$ cat config.mk
export PLATFORM = sky130hd
export DESIGN_NAME = oam_dma_ctrl_flat
export DESIGN_NICKNAME = d
export VERILOG_FILES = /design/src/rtl/oam_dma_if.sv /design/src/rtl/oam_dma_ctrl.sv /design/src/flat_wrapper.sv
export SDC_FILE = /design/constraint.sdc
export NUM_CORES = 1
export LEC_CHECK = 0
export CAP_MARGIN = 10
export CORE_ASPECT_RATIO = 1.2
export CORE_MARGIN = 3
export CORE_UTILIZATION = 57
export CTS_BUF_LIST = sky130_fd_sc_hd__clkbuf_2 sky130_fd_sc_hd__clkbuf_4 sky130_fd_sc_hd__clkbuf_8
export DETAILED_ROUTE_END_ITERATION = 8
export GPL_TIMING_DRIVEN = 0
export HOLD_SLACK_MARGIN = 0.12
export PLACE_DENSITY_LB_ADDON = 0.1
export SLEW_MARGIN = 20
export SYNTH_ARGS = -nofsm -noshare
export SYNTH_HDL_FRONTEND = slang
export SYNTH_SLANG_ARGS = --single-unit
$ cat constraint.sdc
create_clock -name clk -period 5.4 [get_ports clk]
set_input_delay 1.08 -clock clk [delete_from_list [all_inputs] [get_ports clk]]
set_output_delay 1.08 -clock clk [all_outputs]
set_load 0.005 [all_outputs]
$ cat src/rtl/oam_dma_if.sv
// Signal bundle between the OAM DMA sequencer and its CPU register, source-bus and OAM neighbours.
// master = the DMA controller, slave = the surrounding system (CPU decode, arbiter, memories).
interface oam_dma_if;
  // CPU register port ($FF46)
  logic        cpu_sel;
  logic        cpu_wr;
  logic [7:0]  cpu_di;
  logic [7:0]  cpu_do;
  // Source bus: bus_req/bus_gnt ownership handshake, dma_data returns one cycle after dma_rd
  logic        bus_req;
  logic        bus_gnt;
  logic        dma_rd;
  logic [15:0] dma_addr;
  logic [7:0]  dma_data;
  // OAM write port
  logic        oam_wr;
  logic [7:0]  oam_addr;
  logic [7:0]  oam_data;
  // Status
  logic        active;
  logic        done;
  logic [2:0]  dbg_state;

  modport master (
    input  cpu_sel, cpu_wr, cpu_di, bus_gnt, dma_data,
    output cpu_do, bus_req, dma_rd, dma_addr, oam_wr, oam_addr, oam_data,
           active, done, dbg_state
  );

  modport slave (
    output cpu_sel, cpu_wr, cpu_di, bus_gnt, dma_data,
    input  cpu_do, bus_req, dma_rd, dma_addr, oam_wr, oam_addr, oam_data,
           active, done, dbg_state
  );
endinterface

$ cat src/rtl/oam_dma_ctrl.sv
// $FF46 OAM DMA sequencer: copies LEN bytes from page {src,8'h00} into OAM, one byte per slot.
// Optional build macro OAM_DMA_SRC_MIRROR_EN folds echo-RAM source pages $E0..$FF down by $20.
module oam_dma_ctrl #(
  parameter int LEN         = 160,
  parameter int START_DLY   = 4,
  parameter int SLOT_CYCLES = 4
) (
  input  logic      clk,
  input  logic      reset_n,
  oam_dma_if.master bus
);

  typedef enum logic [2:0] {
    S_IDLE  = 3'd0,
    S_START = 3'd1,
    S_REQ   = 3'd2,
    S_READ  = 3'd3,
    S_WRITE = 3'd4,
    S_PACE  = 3'd5
  } state_e;

  localparam logic [7:0] LAST_IDX = 8'(LEN - 1);
  localparam logic [7:0] DLY_LAST = 8'(START_DLY - 1);
  // READ and WRITE take the first two slot cycles; the slot's closing REQ cycle comes after PACE
  localparam logic [7:0] PACE_END = 8'(SLOT_CYCLES - 2);

  state_e      state_q;
  logic [7:0]  src_q;
  logic [7:0]  cpu_do_q;
  logic [7:0]  idx_q;
  logic [7:0]  dly_q;
  logic [7:0]  slot_q;
  logic [15:0] dma_addr_q;
  logic [7:0]  oam_addr_q;
  logic [7:0]  oam_data_q;
  logic        bus_req_q;
  logic        dma_rd_q;
  logic        oam_wr_q;
  logic        active_q;
  logic        done_q;

  logic        cpu_write;
  logic        last_byte;
  logic        start_over;
  logic        slot_over;
  logic [7:0]  rd_page;

  assign cpu_write  = bus.cpu_sel & bus.cpu_wr;
  assign last_byte  = (idx_q == LAST_IDX);
  assign start_over = (dly_q == DLY_LAST);
  assign slot_over  = (slot_q >= PACE_END);

`ifdef OAM_DMA_SRC_MIRROR_EN
  assign rd_page = (src_q >= 8'hE0) ? (src_q - 8'h20) : src_q;
`else
  assign rd_page = src_q;
`endif

  // Handshake: bus_req rises on entering REQ and is held until the transfer ends or restarts;
  // a byte is launched only on a cycle where bus_gnt is sampled high while in REQ, and once
  // launched the byte completes regardless of later grant changes.
  always_ff @(posedge clk or negedge reset_n) begin
    if (!reset_n) begin
      state_q    <= S_IDLE;
      src_q      <= 8'h00;
      cpu_do_q   <= 8'h00;
      idx_q      <= 8'h00;
      dly_q      <= 8'h00;
      slot_q     <= 8'h00;
      dma_addr_q <= 16'h0000;
      oam_addr_q <= 8'h00;
      oam_data_q <= 8'h00;
      bus_req_q  <= 1'b0;
      dma_rd_q   <= 1'b0;
      oam_wr_q   <= 1'b0;
      active_q   <= 1'b0;
      done_q     <= 1'b0;
    end else begin
      dma_rd_q <= 1'b0;
      oam_wr_q <= 1'b0;
      done_q   <= 1'b0;

      if (cpu_write) begin
        // A register write restarts from byte 0 in any state, including the final WRITE
        src_q     <= bus.cpu_di;
        cpu_do_q  <= bus.cpu_di;
        idx_q     <= 8'h00;
        dly_q     <= 8'h00;
        slot_q    <= 8'h00;
        bus_req_q <= 1'b0;
        active_q  <= 1'b1;
        state_q   <= S_START;
      end else begin
        case (state_q)
          S_IDLE: begin
            active_q  <= 1'b0;
            bus_req_q <= 1'b0;
          end

          S_START: begin
            if (start_over) begin
              bus_req_q <= 1'b1;
              state_q   <= S_REQ;
            end else begin
              dly_q <= dly_q + 8'd1;
            end
          end

          S_REQ: begin
            if (bus.bus_gnt) begin
              dma_rd_q   <= 1'b1;
              dma_addr_q <= {rd_page, idx_q};
              slot_q     <= 8'h00;
              state_q    <= S_READ;
            end
          end

          S_READ: begin
            slot_q  <= slot_q + 8'd1;
            state_q <= S_WRITE;
          end

          S_WRITE: begin
            // Sync source RAM: the byte requested in READ is on dma_data during this cycle
            oam_data_q <= bus.dma_data;
            oam_addr_q <= idx_q;
            oam_wr_q   <= 1'b1;
            slot_q     <= slot_q + 8'd1;
            state_q    <= S_PACE;
          end

          S_PACE: begin
            if (slot_over) begin
              if (last_byte) begin
                done_q    <= 1'b1;
                active_q  <= 1'b0;
                bus_req_q <= 1'b0;
                state_q   <= S_IDLE;
              end else begin
                idx_q   <= idx_q + 8'd1;
                state_q <= S_REQ;
              end
            end else begin
              slot_q <= slot_q + 8'd1;
            end
          end

          default: begin
            active_q  <= 1'b0;
            bus_req_q <= 1'b0;
            state_q   <= S_IDLE;
          end
        endcase
      end
    end
  end

  assign bus.cpu_do    = cpu_do_q;
  assign bus.bus_req   = bus_req_q;
  assign bus.dma_rd    = dma_rd_q;
  assign bus.dma_addr  = dma_addr_q;
  assign bus.oam_wr    = oam_wr_q;
  assign bus.oam_addr  = oam_addr_q;
  assign bus.oam_data  = oam_data_q;
  assign bus.active    = active_q;
  assign bus.done      = done_q;
  assign bus.dbg_state = state_q;

endmodule
$ cat src/flat_wrapper.sv
// flat-port wrapper written by rule: the top's interface ports become plain ports
module oam_dma_ctrl_flat 
#(
  parameter int LEN         = 160,
  parameter int START_DLY   = 4,
  parameter int SLOT_CYCLES = 4
)
  (clk, reset_n, bus_cpu_sel, bus_cpu_wr, bus_cpu_di, bus_bus_gnt, bus_dma_data, bus_cpu_do, bus_bus_req, bus_dma_rd, bus_dma_addr, bus_oam_wr, bus_oam_addr, bus_oam_data, bus_active, bus_done, bus_dbg_state);
  oam_dma_if bus_i ();
  input  logic clk;
  input  logic reset_n;
  input wire logic [$bits(bus_i.cpu_sel)-1:0] bus_cpu_sel;
  input wire logic [$bits(bus_i.cpu_wr)-1:0] bus_cpu_wr;
  input wire logic [$bits(bus_i.cpu_di)-1:0] bus_cpu_di;
  input wire logic [$bits(bus_i.bus_gnt)-1:0] bus_bus_gnt;
  input wire logic [$bits(bus_i.dma_data)-1:0] bus_dma_data;
  output wire logic [$bits(bus_i.cpu_do)-1:0] bus_cpu_do;
  output wire logic [$bits(bus_i.bus_req)-1:0] bus_bus_req;
  output wire logic [$bits(bus_i.dma_rd)-1:0] bus_dma_rd;
  output wire logic [$bits(bus_i.dma_addr)-1:0] bus_dma_addr;
  output wire logic [$bits(bus_i.oam_wr)-1:0] bus_oam_wr;
  output wire logic [$bits(bus_i.oam_addr)-1:0] bus_oam_addr;
  output wire logic [$bits(bus_i.oam_data)-1:0] bus_oam_data;
  output wire logic [$bits(bus_i.active)-1:0] bus_active;
  output wire logic [$bits(bus_i.done)-1:0] bus_done;
  output wire logic [$bits(bus_i.dbg_state)-1:0] bus_dbg_state;
  assign bus_i.cpu_sel = bus_cpu_sel;
  assign bus_i.cpu_wr = bus_cpu_wr;
  assign bus_i.cpu_di = bus_cpu_di;
  assign bus_i.bus_gnt = bus_bus_gnt;
  assign bus_i.dma_data = bus_dma_data;
  assign bus_cpu_do = bus_i.cpu_do;
  assign bus_bus_req = bus_i.bus_req;
  assign bus_dma_rd = bus_i.dma_rd;
  assign bus_dma_addr = bus_i.dma_addr;
  assign bus_oam_wr = bus_i.oam_wr;
  assign bus_oam_addr = bus_i.oam_addr;
  assign bus_oam_data = bus_i.oam_data;
  assign bus_active = bus_i.active;
  assign bus_done = bus_i.done;
  assign bus_dbg_state = bus_i.dbg_state;
  oam_dma_ctrl #(.LEN(LEN), .START_DLY(START_DLY), .SLOT_CYCLES(SLOT_CYCLES)) u_core (.clk(clk), .reset_n(reset_n), .bus(bus_i));
endmodule
Word-level counts from Yosys, hierarchy flattened:

Index checks and enable logic that the tools add are counted.

* $add $sub $neg: 3
* $mul: 0
* divide/modulo/power cells: 0
* $lt $le $gt $ge: 1
* equal/unequal tests: 17
* shift-type cells: 0
* mux-type cells: 33
* bitwise gates (word level): 2
* reductions and logical operators: 16

Operator list (count)
* 8-bit two-way mux: 10
* 8-bit by 1-bit adder with 8-bit output (second input constant): 3
* 8-bit one-hot mux with 3 select lines: 1
* 3-bit one-hot mux with 6 select lines: 1
* 1-bit two-way mux: 14
* 3-bit two-way mux: 4
* 3-bit AND reduction: 4
* 2-bit by 1-bit inequality test with 1-bit output (second input constant): 5
* 3-bit by 1-bit inequality test with 1-bit output (second input constant): 3
* 8-bit by 2-bit equality test with 1-bit output (second input constant): 1
* 8-bit equality test (second input constant): 1
* 8-bit by 2-bit greater-or-equal comparator with 1-bit output (second input constant): 1
* 4-bit AND reduction: 2
* 3-bit by 2-bit equality test with 1-bit output (second input constant): 2
* 3-bit equality test (second input constant): 2
* 3-bit by 2-bit inequality test with 1-bit output (second input constant): 2
* 2-bit nonzero test: 3
* 2-bit AND reduction: 2
* 4-bit nonzero test: 1
* 4-bit OR reduction: 1
* 3-bit by 1-bit equality test with 1-bit output (second input constant): 1
* 3-bit logical NOT: 1
* 1-bit one-hot mux with 3 select lines: 1
* 3-bit OR reduction: 1
* 5 further kinds: 5

* bits in registers: 72
* latch bits: 0
* memory bits (writable): 0
* memory bits (read-only): 0
* input port bits: 21
* output and inout bits: 48
* memories kept: 0

Longest topological paths before layout:

Gate-level depths: netlist (run 1).

* word-level depth: 5
* mapped depth: 6
* mapped depth without buffers: 6

Worst setup path after synthesis (run 1):

OpenSTA, ideal clock, no wires.

* path kind: input-to-reg
* from: input bus_cpu_sel
* to: register u_core.dma_addr_q[14] (netlist: u_core.bus.dma_addr[14])
* library setup time: 0.125 ns
* arrival: 2.285 ns
* path slack: 2.990 ns
* cell stages on the path: 6
* buffers on the path: 2
* cell sequence: and2_1 -> nor2_1 -> and3_1 -> buf_2 -> buf_2 -> mux2_2

* longest elaborated chain between the ends: 3

Ends and longest elaborated chain
* start: declaration: RTL line flat_wrapper.sv:12 `input wire logic [$bits(bus_i.cpu_sel)-1:0] bus_cpu_sel;`
* 1-bit AND: RTL line oam_dma_ctrl.sv:48 `assign cpu_write = bus.cpu_sel & bus.cpu_wr;`
* 1-bit inverter (no line)
* 3-bit AND reduction (no line)
* end signal: assignment: RTL line oam_dma_ctrl.sv:112 `dma_addr_q <= {rd_page, idx_q};`
* end: declaration: RTL line oam_dma_ctrl.sv:33 `logic [15:0] dma_addr_q;`

Every way passes these cells.
A chain may end at the register's enable or synchronous reset.

Final worst setup path (run 1):

Ends and elaborated chain as after synthesis.

==> flow_metrics.py, run 1 <==
metrics = {
    "synth": {
        "synthCells": 294,
        "ys_seq_elements": 72,
        "yosysWarnings": 0,
        "avgSynthCellArea_sq_um": 11.4,
        "ys_top_cells_by_count": "dfrtp_1 (72), nand2_1 (34), mux2_2 (29), nor2_1 (20), a21oi_1 (13)",
        "yosys_most_used_dff": "dfrtp_1",
        "synth_edf_count": 0,
        "syn_nets": 319,
        "synth.distinct_cells": 53,
        "synth.most_common_cell": "dfrtp_1",
        "async_reset_ff_share_pct": 100,
        "synth-seq-area-share_pct": 53.9,
        "yosysTopAreaCellShare_pct": 53.9,
        "yosys.area.top_type": "dfrtp_1",
        "synth_area_leaders": "dfrtp_1 (54%), mux2_2 (9.8%), nand2_1 (3.8%)",
        "syn_area_sq_um": 3350,
    },
    "cells_and_area": {
        "drive_above_1_share_pct": 16.9,
        "syn_to_final_growth_pct": 31.2,
        "nNetsFinal": 399,
        "n_antenna_cell": 0,
        "finish.utilization_pct": 80.1,
    },
    "timing": {
        "max_slew_margin_pct": 64.3,
        "rsz0062_at_grt": "no",
        "post-route-min-period_ns": 2.73,
        "drv_slew": 0,
        "finalHoldViolCount": 0,
        "fin_crit_sh_pct": 50.5,
        "whs_ns": 0.486,
        "worst_clock_skew_ns": 0.00973,
        "setup_viol": 0,
        "fmax_mhz": 367,
        "timing.setup.tns_ns": 0,
        "worst_pin_slew_ns": 0.536,
        "postLayoutSetupSlackWorst_ns": 2.67,
    },
    "grt": {
        "track_usage_pct": 22.7,
        "grt.overflow.total": 0,
        "grt_pass1_wl_um": 12400,
        "antenna_found_initial": 0,
        "grt_max_degree": 46,
        "grt_pass1_vias": 2626,
    },
    "detailed_routing": {
        "drtAntennaViolNets": 0,
        "finalWirelength_um": 7310,
        "routedWlPerCell_um": 16.0,
        "drc": 0,
        "drt_iter0_drc": 180,
        "via_count": 2601,
        "dr.pass1.iters": 4,
        "via_per_inst": 5.70,
    },
    "clocking": {
        "clk_path_buf_depth": 2,
        "cts_max_level": 3,
        "clock_latency_ns": 0.35,
        "cts_tree": "built",
        "cts_root_buf": "clkbuf_8",
        "cts_made_buffers": 9,
        "path_clk_slew_ns": 0.08,
        "cts.sinks": 72,
        "cts_resized": 0,
        "cts_setup_buffers": 0,
        "ctsHoldBuffers": 0,
    },
    "floorplan": {
        "start_util_pct": 61.1,
        "dieArea_sq_um": 6830,
        "dieWidth_um": 75.9,
        "fp.dieH_um": 89.9,
        "coreArea_sq_um": 5480,
        "rows": 29,
        "io_pins": 69,
    },
    "power_and_ir_drop": {
        "powerDensity_nw_per_um2": 454,
        "leakagePower_nw": 2.02,
        "ir_drop_mv": 0.323,
    },
    "placed_design": {
        "portBuffers": 68,
        "dpl_worst_slack_ns": 2.32,
        "hpwlAfterDp_um": 5120,
        "place_congestion": 0.850,
    },
    "setup_path": {
        "path_max_fanout": 10,
        "critical_path_class": "in -> reg",
        "end_kind": "flip-flop",
        "crit_top_cell": "buf_2",
        "required_ns": 5.63,
        "slowest_stage": "clkdlybuf4s50_1",
        "cp_data_arrival_time_ns": 2.96,
        "start_kind": "input pin",
        "path_cells": "clkdlybuf4s50_1 -> and2_1 -> nor2_1 -> and3_1 -> buf_2 -> buf_2 -> mux2_2",
        "path_buf_inv": 3,
        "crit_path_max_incr_delay_ns": 0.41,
        "critPathTopFamily": "buffers and inverters",
    },
    "job": {
        "cap_violations": 0,
    },
    "hold_path": {
        "holdCritPathClass": "reg -> reg",
    },
    "outcome": {
        "status": "complete, no violations",
    },
}
==> logic make-up (layout without fill, tap and decap cells) <==
group                    Yosys count  in the layout  share of synthesized area [%]
AO/OA/AOI/OAI                     54             54                           12.0
XOR/XNOR                           8              8                           2.09
adder cells (fa/ha/maj)            4              4                           1.50
buffers and inverters             19            104                           2.36
flip-flops                        72             72                           53.9
multiplexers                      35             35                           12.1
AND/OR/NAND/NOR                  102            102                           16.2
==> power by group <==
part / switching (mW) / internal [mW] / total (mW)
Sequential: 0.0830 / 0.666 / 0.749
Clock: 0.199 / 0.325 / 0.523
Combinational: 0.326 / 0.395 / 0.721
Total: 0.607 / 1.39 / 1.99
==> stage by stage <==
step / instance area [sq um] / total power, mW / cells
6_report: 4390 / 1.99 / 456
5_1_grt: 4390 / 2.11 / 456
4_1_cts: 4390 / 2.01 / 456
3_5_place_dp: 4140 / 1.48 / 440
3_3_place_gp: 4120 / 1.45 / 439
2_1_floorplan: 3350 / 1.13 / 294
==> worst paths after layout <==
check,from,to,slack [ns],cells past startpoint
max,bus_cpu_sel,u_core.bus.dma_addr[14]$_DFFE_PN0P_,2.67,7
min,u_core.bus.dma_addr[12]$_DFFE_PN0P_,u_core.bus.dma_addr[12]$_DFFE_PN0P_,0.49,1
max reg2reg,u_core.slot_q[1]$_DFFE_PN0P_,u_core.slot_q[0]$_DFFE_PN0P_,3.29,5
min reg2reg,u_core.bus.dma_addr[12]$_DFFE_PN0P_,u_core.bus.dma_addr[12]$_DFFE_PN0P_,0.49,1
max in group asynchronous,reset_n,u_core.slot_q[3]$_DFFE_PN0P_,4.21,2
min in group asynchronous,reset_n,u_core.bus.oam_data[6]$_DFFE_PN0P_,0.64,1
==> layout by cell type, fill, tap and decap left out, types with 6 or more instances in the layout <==
cell / n
clkdlybuf4s50_1: 67
nand2_1: 34
o211ai_1: 7
and3_1: 7
nand3_1: 9
a21oi_1: 13
clkbuf_8: 10
dfrtp_1: 72
xor2_1: 7
buf_2: 6
mux2_2: 29
inv_1: 7
nor2_1: 20
==> sequential cells by signal, indices dropped and copies added, names as in the netlist, 3 cells and up <==
signal / count
u_core.slot_q: 8
u_core.bus.oam_addr: 8
u_core.bus.dbg_state: 3
u_core.idx_q: 8
u_core.rd_page: 8
u_core.dly_q: 8
u_core.bus.oam_data: 8
u_core.bus.dma_addr: 16
==> metal layers <==
layer	part of all wire (%)	up-vias	global-route usage, %
met3	5.4	7	5.00
met2	52	84	40.2
met5	0	-	0
met1	41	1272	27.1
li1	-	1238	-
met4	1.1	0	8.61
==> cell type report <==
cell class / instances / area, sq um
clock buffer: 11 / 145
tap: 77 / 96.3
clock inverter: 5 / 104
multi-input combinational: 203 / 1470
fill: 363 / 1090
buffer: 12 / 52.6
inverter: 7 / 26.3
sequential: 72 / 1800
timing repair buffer: 69 / 698
(Power assumes the default switching activity.)
==> run 2, diff against run 1 <==
Settings changed: CORE_UTILIZATION 57 to 48.
Clock period 5.4 ns to 2.3 ns, I/O delays scaled along.
==> flow_metrics.py, run 2 (synthesis results as in run 1) <==
metrics = {
    "outcome": {
        "status": "complete, no violations",
    },
    "timing": {
        "post-route-min-period_ns": 2.15,
        "fmax_mhz": 465,
        "max_slew_margin_pct": 62.1,
        "drv_slew": 0,
        "worst_pin_slew_ns": 0.568,
        "setup_viol": 0,
        "rsz0062_at_grt": "no",
        "timing.setup.tns_ns": 0,
        "fin_crit_sh_pct": 93.6,
        "postLayoutSetupSlackWorst_ns": 0.148,
        "whs_ns": 0.487,
        "worst_clock_skew_ns": 0.00958,
        "finalHoldViolCount": 0,
    },
    "floorplan": {
        "io_pins": 69,
        "dieWidth_um": 82.2,
        "coreArea_sq_um": 6610,
        "dieArea_sq_um": 8010,
        "start_util_pct": 50.6,
        "fp.dieH_um": 97.5,
        "rows": 32,
    },
    "clocking": {
        "cts_resized": 0,
        "cts_root_buf": "clkbuf_8",
        "clk_path_buf_depth": 2,
        "cts_max_level": 3,
        "cts.sinks": 72,
        "cts_made_buffers": 9,
        "clock_latency_ns": 0.34,
        "path_clk_slew_ns": 0.08,
        "cts_tree": "built",
    },
    "placed_design": {
        "portBuffers": 68,
        "dpl_worst_slack_ns": -0.151,
        "place_area_sq_um": 4150,
        "place_congestion": 0.874,
        "dp.cells": 448,
        "hpwlAfterDp_um": 5030,
    },
    "detailed_routing": {
        "dr.pass1.iters": 4,
        "routedWlPerCell_um": 15.3,
        "drt_iter0_drc": 153,
        "drc": 0,
        "finalWirelength_um": 7120,
        "via_per_inst": 5.58,
        "drtAntennaViolNets": 0,
        "via_count": 2594,
    },
    "setup_path": {
        "end_kind": "flip-flop",
        "worstReg2RegStart": "u_core.slot_q[1]$_DFFE_PN0P_",
        "ff2ff_setup_slack_ns": 0.15,
        "reg2regPathDepth": 5,
        "slowest_stage": "dfrtp_1",
        "crit_path_max_incr_delay_ns": 0.47,
        "cp_data_arrival_time_ns": 2.43,
        "reg2reg_to": "u_core.slot_q[0]$_DFFE_PN0P_",
        "start_kind": "flip-flop",
        "critical_path_class": "reg -> reg",
        "path_cells": "ha_1 -> nor4_2 -> nand2_1 -> a211oi_4 -> mux2_2",
        "path_max_fanout": 8,
        "required_ns": 2.58,
    },
    "cells_and_area": {
        "fillerInstances": 538,
        "final_common_cell": "dfrtp_1",
        "final_design_area_no_fill_sq_um": 4390,
        "largest_register_ffs": 16,
        "multi_input_area_sq_um": 1470,
        "nNetsFinal": 400,
        "fin_cells": 465,
        "drive_above_1_share_pct": 16.8,
        "syn_to_final_growth_pct": 31.2,
        "n_antenna_cell": 0,
        "final_cell_mix": "dfrtp_1 (72), clkdlybuf4s50_1 (67), nand2_1 (34)",
        "seqCellArea_sq_um": 1800,
    },
    "job": {
        "cap_violations": 0,
    },
    "grt": {
        "track_usage_pct": 19.1,
        "grt_max_degree": 45,
        "antenna_found_initial": 0,
        "grt.overflow.total": 0,
        "grt_pass1_wl_um": 11900,
        "grt_pass1_vias": 2491,
    },
    "power_and_ir_drop": {
        "leakagePower_nw": 2.02,
        "ir_drop_mv": 0.707,
        "powerDensity_nw_per_um2": 1040,
    },
    "hold_path": {
        "holdCritPathClass": "reg -> reg",
        "hold-path-endpoint": "u_core.bus.dma_addr[11]$_DFFE_PN0P_",
        "holdPathStages": 1,
        "min_from": "u_core.bus.dma_addr[11]$_DFFE_PN0P_",
    },
}
[run 2: final cells by class]
class                   count  area share (%)
plain buffers              12            1.20
clock buffers              12            3.48
clock inverters             4            1.77
inverters                   7           0.598
multi-input cells         203            33.4
flip-flops and latches     72            41.0
well taps                  85            2.42
repair buffers             70            16.1
[run 2: worst max path at each step]
stage	slack (ns)	endpoint	start	depth (start not counted)
2_1_floorplan	0.40	u_core.slot_q[3]$_DFFE_PN0P_	u_core.slot_q[1]$_DFFE_PN0P_	5
3_3_place_gp	-1.63	u_core.slot_q[3]$_DFFE_PN0P_	reset_n	1
3_5_place_dp	-0.15	u_core.bus.dma_addr[9]$_DFFE_PN0P_	bus_cpu_sel	7
4_1_cts	0.16	u_core.slot_q[0]$_DFFE_PN0P_	u_core.slot_q[1]$_DFFE_PN0P_	5
5_1_grt	0.05	u_core.slot_q[0]$_DFFE_PN0P_	u_core.slot_q[0]$_DFFE_PN0P_	6
6_report	0.15	u_core.slot_q[0]$_DFFE_PN0P_	u_core.slot_q[1]$_DFFE_PN0P_	5
[run 2: timing repair]
| item | 4_1_cts | 5_1_grt |
|---|---|---|
| buffers inserted | 0 | 0 |
| endpoints found under the hold margin | 28 | 0 |
| hold buffers | 1 | 0 |
[run 2: routing by layer]
metal,part of all wire [%],vias up,global-route usage (%)
met4,1.1,0,6.27
li1,-,1238,-
met1,44,1295,23.8
met5,0,-,0
met3,4.4,6,4.82
met2,51,55,31.7
[run 2: worst max-delay path, delay by kind of cell (launching register included)]
| family | cells | cell delay [ns] |
|---|---|---|
| DFF | 1 | 0.47 |
| muxes | 1 | 0.23 |
| adders and majority gates | 1 | 0.25 |
| AOI/OAI and AO/OA | 1 | 0.45 |
| and+or+nand+nor | 2 | 0.69 |
[run 2: power by group]
group / leakage [nW] / internal [mW] / switching (mW)
Clock: 0.118 / 0.669 / 0.458
Combinational: 0.945 / 0.927 / 0.744
Sequential: 0.955 / 1.56 / 0.191
Total: 2.02 / 3.16 / 1.39
[run 2: stage by stage]
stage | util (%) | power (mW)
6_report | 66.5 | 4.55
3_3_place_gp | 62.6 | 3.43
3_5_place_dp | 62.8 | 3.46
5_1_grt | 66.5 | 4.85
4_1_cts | 66.5 | 4.60
2_1_floorplan | - | 2.66
==> run 3, diff against run 2 <==
Settings changed: ABC_CLOCK_PERIOD_IN_PS set to 2300, GPL_ROUTABILITY_DRIVEN set to 0.
==> results of run 3 <==
Final layout, timing and power as in run 2 (identical DEF).
